### config.mk
export PLATFORM = sky130hd
export DESIGN_NAME = sprite_render_pipe
export DESIGN_NICKNAME = d
export VERILOG_FILES = /design/src/rtl/sprite_render_pipe.sv
export SDC_FILE = /design/constraint.sdc
export NUM_CORES = 1
export LEC_CHECK = 0
export ABC_AREA = 1
export CORE_MARGIN = 4
export CORE_UTILIZATION = 46
export CTS_CLUSTER_SIZE = 30
export DETAILED_ROUTE_END_ITERATION = 10
export PLACE_DENSITY = 0.88
export SLEW_MARGIN = 20
export SYNTH_ARGS = -nofsm -noshare
export SYNTH_HDL_FRONTEND = slang
export SYNTH_SLANG_ARGS = --single-unit
### constraint.sdc
create_clock -name vga_clk -period 3.5 [get_ports vga_clk]
set_clock_uncertainty 0.15 [all_clocks]
set_input_delay 0.525 -clock vga_clk [delete_from_list [all_inputs] [get_ports vga_clk]]
set_output_delay 0.525 -clock vga_clk [all_outputs]
set_load 0.01 [all_outputs]
### src/rtl/sprite_render_pipe.sv
// sprite_render_pipe: three-stage single-sprite renderer between the VGA
// timing generator and the colour output. Handles directional walk animation
// (updated only at frame start) and a per-frame sprite/wall collision flag.
// Optional build macro: COLLISION_HITBOX_EN shrinks the collision area by
// HB_INSET pixels on every side; rendering is unaffected by it.
module sprite_render_pipe #(
  parameter int SPR_W       = 32,
  parameter int SPR_H       = 32,
  parameter int ANIM_FRAMES = 2,
  parameter int ANIM_DIV    = 8,
  parameter int HB_INSET    = 4,
  localparam int AF_W   = (ANIM_FRAMES > 1) ? $clog2(ANIM_FRAMES) : 1,
  localparam int ADDR_W = 2 + $clog2(ANIM_FRAMES) + $clog2(SPR_H) + $clog2(SPR_W)
) (
  input  logic              vga_clk,
  input  logic              reset,
  input  logic [9:0]        draw_x,
  input  logic [9:0]        draw_y,
  input  logic              blank,
  input  logic [9:0]        sprite_x,
  input  logic [9:0]        sprite_y,
  input  logic [7:0]        keycode,
  output logic [ADDR_W-1:0] spr_addr,
  input  logic [11:0]       spr_rgb,
  input  logic              spr_opaque,
  input  logic [11:0]       bg_rgb,
  input  logic              bg_solid,
  output logic [3:0]        red,
  output logic [3:0]        green,
  output logic [3:0]        blue,
  output logic              collision,
  output logic [1:0]        dir,
  output logic [AF_W-1:0]   anim_frame
);

  localparam int DIV_W = (ANIM_DIV > 1) ? $clog2(ANIM_DIV) : 1;

  // stage 0 combinational terms
  logic [9:0] lx;
  logic [9:0] ly;
  logic       in_box0;
  logic       fs0;
  logic       hb0;
  logic       moving;
  logic [1:0] key_dir;
  logic       hit2;

  // stage 1
  logic [ADDR_W-1:0] spr_addr_q, spr_addr_d;
  logic              in_box1_q, in_box1_d;
  logic              vis1_q, vis1_d;
  logic              fs1_q, fs1_d;
  logic              hb1_q, hb1_d;

  // stage 2
  logic              in_box2_q, in_box2_d;
  logic              vis2_q, vis2_d;
  logic              fs2_q, fs2_d;
  logic              hb2_q, hb2_d;

  // output and frame state
  logic [11:0]       rgb_q, rgb_d;
  logic              hit_acc_q, hit_acc_d;
  logic              collision_q, collision_d;
  logic [1:0]        dir_q, dir_d;
  logic [AF_W-1:0]   anim_q, anim_d;
  logic [DIV_W-1:0]  div_q, div_d;

  // next-state logic for every pipeline stage and the frame-level state
  always_comb begin
    lx      = draw_x - sprite_x;
    ly      = draw_y - sprite_y;
    in_box0 = (32'(lx) < SPR_W) && (32'(ly) < SPR_H);
    fs0     = (draw_x == 10'd0) && (draw_y == 10'd0);

`ifdef COLLISION_HITBOX_EN
    hb0 = (32'(lx) >= HB_INSET) && (32'(lx) < SPR_W - HB_INSET) &&
          (32'(ly) >= HB_INSET) && (32'(ly) < SPR_H - HB_INSET);
`else
    // Whole sprite box may collide; the inset is non-negative so this is true.
    hb0 = (HB_INSET >= 0);
`endif

    moving  = 1'b1;
    key_dir = dir_q;
    case (keycode)
      8'h07:   key_dir = 2'd0;
      8'h1A:   key_dir = 2'd1;
      8'h04:   key_dir = 2'd2;
      8'h16:   key_dir = 2'd3;
      default: moving  = 1'b0;
    endcase

    dir_d  = dir_q;
    anim_d = anim_q;
    div_d  = div_q;
    if (fs0) begin
      if (moving) begin
        dir_d = key_dir;
        if (div_q == DIV_W'(ANIM_DIV - 1)) begin
          div_d  = '0;
          anim_d = (ANIM_FRAMES > 1) ? anim_q + AF_W'(1) : '0;
        end else begin
          div_d = div_q + DIV_W'(1);
        end
      end else begin
        div_d  = '0;
        anim_d = '0;
      end
    end

    // Address uses the post-update pose so pixel (0,0) matches the rest of the frame.
    spr_addr_d = '0;
    if (in_box0) begin
      spr_addr_d = ((ADDR_W'(dir_d) * ADDR_W'(ANIM_FRAMES) + ADDR_W'(anim_d))
                    * ADDR_W'(SPR_H) + ADDR_W'(ly)) * ADDR_W'(SPR_W) + ADDR_W'(lx);
    end
    in_box1_d = in_box0;
    vis1_d    = blank;
    fs1_d     = fs0;
    hb1_d     = hb0;

    in_box2_d = in_box1_q;
    vis2_d    = vis1_q;
    fs2_d     = fs1_q;
    hb2_d     = hb1_q;

    rgb_d = 12'h000;
    if (vis2_q) begin
      rgb_d = (in_box2_q && spr_opaque) ? spr_rgb : bg_rgb;
    end

    // The frame-start pixel's own hit seeds the new frame's accumulator.
    hit2        = vis2_q && in_box2_q && spr_opaque && bg_solid && hb2_q;
    collision_d = collision_q;
    hit_acc_d   = hit_acc_q | hit2;
    if (fs2_q) begin
      collision_d = hit_acc_q;
      hit_acc_d   = hit2;
    end
  end

  // all state registers with asynchronous clear
  always_ff @(posedge vga_clk or posedge reset) begin
    if (reset) begin
      spr_addr_q  <= '0;
      in_box1_q   <= 1'b0;
      vis1_q      <= 1'b0;
      fs1_q       <= 1'b0;
      hb1_q       <= 1'b0;
      in_box2_q   <= 1'b0;
      vis2_q      <= 1'b0;
      fs2_q       <= 1'b0;
      hb2_q       <= 1'b0;
      rgb_q       <= 12'h000;
      hit_acc_q   <= 1'b0;
      collision_q <= 1'b0;
      dir_q       <= 2'd2;
      anim_q      <= '0;
      div_q       <= '0;
    end else begin
      spr_addr_q  <= spr_addr_d;
      in_box1_q   <= in_box1_d;
      vis1_q      <= vis1_d;
      fs1_q       <= fs1_d;
      hb1_q       <= hb1_d;
      in_box2_q   <= in_box2_d;
      vis2_q      <= vis2_d;
      fs2_q       <= fs2_d;
      hb2_q       <= hb2_d;
      rgb_q       <= rgb_d;
      hit_acc_q   <= hit_acc_d;
      collision_q <= collision_d;
      dir_q       <= dir_d;
      anim_q      <= anim_d;
      div_q       <= div_d;
    end
  end

  assign spr_addr   = spr_addr_q;
  assign red        = rgb_q[11:8];
  assign green      = rgb_q[7:4];
  assign blue       = rgb_q[3:0];
  assign collision  = collision_q;
  assign dir        = dir_q;
  assign anim_frame = anim_q;

endmodule

==> flow_metrics.tcl <==
set metrics [dict create \
    yosysWarnings 0 \
    start_util 0.480 \
    stdcell_count 604 \
    syn_area_mm2 0.00310 \
    row_count 29 \
    num_io_pins 106 \
    worst_pin_slew_ns 0.865 \
    slew_viol_final 0 \
    cts_hold_buf 0 \
    period_share 0.942 \
    cp_slowest_cell "clkdlybuf4s50_1" \
    diodes 0 \
    drc 0 \
    final-hold-violation-count 0 \
    num-fill-cells 514 \
    dieArea_mm2 0.00811 \
    grt_pass1_wl_um 13100 \
    tns_ns 0 \
    reg2reg_depth 14 \
    multi_input_area_mm2 0.00176 \
    critPathMaxStageDelay_ns 0.47 \
    p_leak_uw 0.00228 \
    grt_antenna_before_repair 0 \
    drt-pass1-iter-count 4 \
    r2r_slack_ns 0.77 \
    hold_class "reg -> reg" \
    max_slew_margin 0.423 \
    r2r-end "spr_addr[12]$_DFF_PP0_" \
    outcome "completed" \
    ant_nets 0 \
    cts_buffer_depth 2 \
    syn_area_per_cell_um2 7.65 \
    dp_hpwl_um 6700 \
    critPathMostFrequentCell "nand2_1" \
    htree_levels 2 \
    combPwrFrac 0.377 \
    nets 633 \
    setup_viol 0 \
    fin_util 0.691 \
    worstPathCellList "clkdlybuf4s50_1 -> inv_1 -> ha_1 -> fa_1 -> o21bai_1 -> nand3_1 -> nand2_1 -> nand2_1 -> nand2_1 -> inv_1 -> ha_1 -> a21oi_1 -> nor2_1 -> a21oi_1 -> nand2_1 -> nand2_1 -> nand2_1 -> nor2_4" \
    final_cell_area_mm2 0.00446 \
    netSwitchingFraction 0.316 \
    p_per_area_mw_per_mm2 339 \
    timing.rr.start "div_q[0]$_DFFE_PP0N_" \
    critPathMaxFanout 3 \
    cts_tree "yes" \
    gp_congestion 0.858 \
    drt-total-wl_um 7810 \
    synthToLayoutAreaGrowth_pct 44.0 \
    layout_common_cells "105 x clkdlybuf4s50_1, 76 x nand2_1, 71 x inv_1" \
    final-seq-area_mm2 0.00103 \
    core_area_mm2 0.00646 \
    wl_per_cell_um 12.9 \
    cap_violations 0 \
    start_kind "input pin" \
    p_total_uw 1510 \
    drive_gt1_frac 0.104 \
    grt-ovfl-total 0 \
    min-delay-start "vis1_q$_DFF_PP0_" \
    vias 3008 \
    switchingPower_uw 479 \
    clock-root-buffer "clkbuf_8" \
    whs_path_depth 0 \
    ir_drop_v 0.000154 \
    critical_path_required_ns 3.58 \
    holdPathEnd "vis2_q$_DFF_PP0_" \
    min_period_ns 3.30 \
    clkPwrFrac 0.301 \
    cts_sinks 41 \
    grt_max_degree 24 \
    grt_use_total 0.195 \
    drt-initial-drc-count 144 \
    synth-seq-area-share 0.332 \
    cts_resized 0 \
    critPathArrivalTime_ns 3.37 \
    final_common_cell "clkdlybuf4s50_1" \
    viasPerCell 4.98 \
    ys_ff_latch 41 \
    rsz0062_at_grt "no" \
    clk_pin_slew_worst_paths_ns 0.08 \
    placed_cells_incl_taps 596 \
    cp-end-kind "register" \
    synthCells 405 \
    ys_types 36 \
    die_w_um 90.1 \
    grt_pass1_vias 3065 \
    synth_nets 512 \
    cts_buffers 5 \
    crit_type "in -> reg" \
    numPortBuffers 105 \
    placed_area_mm2 0.00432 \
    seqPwrFrac 0.322 \
    internal-power_uw 1040 \
    max_freq_mhz 303 \
    insertion_delay_ns 0.29 \
    die_h_um 90.1 \
    cts_setup_buffers 0 \
]
==> cell usage after synthesis, drive strengths merged <==
cell,count,area (um2)
nand2,84,335
inv,74,278
nor2,65,322
dfrtp,40,1000
ha,26,325
nand3,26,145
o21ai,19,98.9
a21oi,16,91.3
xor2,11,104
xnor2,9,78.8
nand4,7,50.1
fa,4,80.1
nor3,4,31.3
a31oi,3,18.8
clkbuf,3,11.3
o21bai,3,22.5
or2,3,18.8
a21o,2,15.0
buf,1,20.0
conb,1,3.75
dfstp,1,26.3
nand3b,1,7.51
o22ai,1,6.26
o31ai,1,7.51
==> area by class of cell <==
cell class,count,share of cell area
well taps,77,0.0216
flip-flops and latches,41,0.230
inverters,74,0.0623
repair buffers,118,0.260
clock buffers,5,0.0154
multi-input cells,286,0.395
clock inverters,3,0.0154
==> per-stage QoR <==
stage	setup slack (ns)	hold WS [ns]
finish	0.204	0.204
detailed placement	-0.0470	0.188
global placement	0.0525	0.183
CTS	0.254	0.208
global route	0.00331	0.217
floorplan	0.587	0.181
==> critical path: cells and delay by family <==
family,cells,cell delay (ns)
AO/OA/AOI/OAI,3,0.60
AND/OR/NAND/NOR,9,0.69
adder cells (fa/ha/maj),3,0.96
buffers and inverters,3,0.57
==> per-layer routing <==
metal  track usage  part of all wire  vias up
met1         0.211              0.40     1344
met4        0.0702             0.020        0
met5             0                 0        -
met2         0.370              0.50      143
li1              -                 -     1504
met3        0.0426             0.074       17
==> flip-flops by register name, summed over array words and instances (netlist names) <==
| name | count |
|---|---|
| collision | 1 |
| fs1_q | 1 |
| in_box1_q | 1 |
| fs2_q | 1 |
| dir | 2 |
| div_q | 3 |
| hit_acc_q | 1 |
| vis1_q | 1 |
| rgb_q | 12 |
| anim_frame | 1 |
| in_box2_q | 1 |
| vis2_q | 1 |
| hb1_q | 1 |
| hb2_q | 1 |
| spr_addr | 13 |
==> power groups by stage <==
stage               registers, uW  clock network, uW  logic [uW]
floorplan                     499                  0         363
global placement              496                  0         551
detailed placement            497                  0         569
CTS                           487                466         572
global route                  488                491         638
finish                        487                456         571
==> worst max-delay path by stage <==
stage / to / depth (start not counted) / from / slack, ns
finish: spr_addr[11]$_DFF_PP0_ / 18 / draw_x[0] / 0.20
global route: spr_addr[12]$_DFF_PP0_ / 16 / draw_x[1] / 0.003
CTS: spr_addr[11]$_DFF_PP0_ / 18 / draw_x[0] / 0.25
detailed placement: spr_addr[12]$_DFF_PP0_ / 17 / draw_x[1] / -0.05
global placement: spr_addr[12]$_DFF_PP0_ / 17 / draw_y[0] / 0.05
floorplan: spr_addr[12]$_DFF_PP0_ / 16 / draw_y[0] / 0.59
==> kinds of logic after synthesis <==
logic type | Yosys count | share of synthesized area
compound gates | 45 | 0.0840
xor+xnor | 20 | 0.0590
fa+ha+maj | 30 | 0.131
buf+inv | 78 | 0.0998
flops | 41 | 0.332
other cells | 1 | 0.00121
simple gates | 190 | 0.294
No activity file was read; power rests on OpenSTA's default activity.
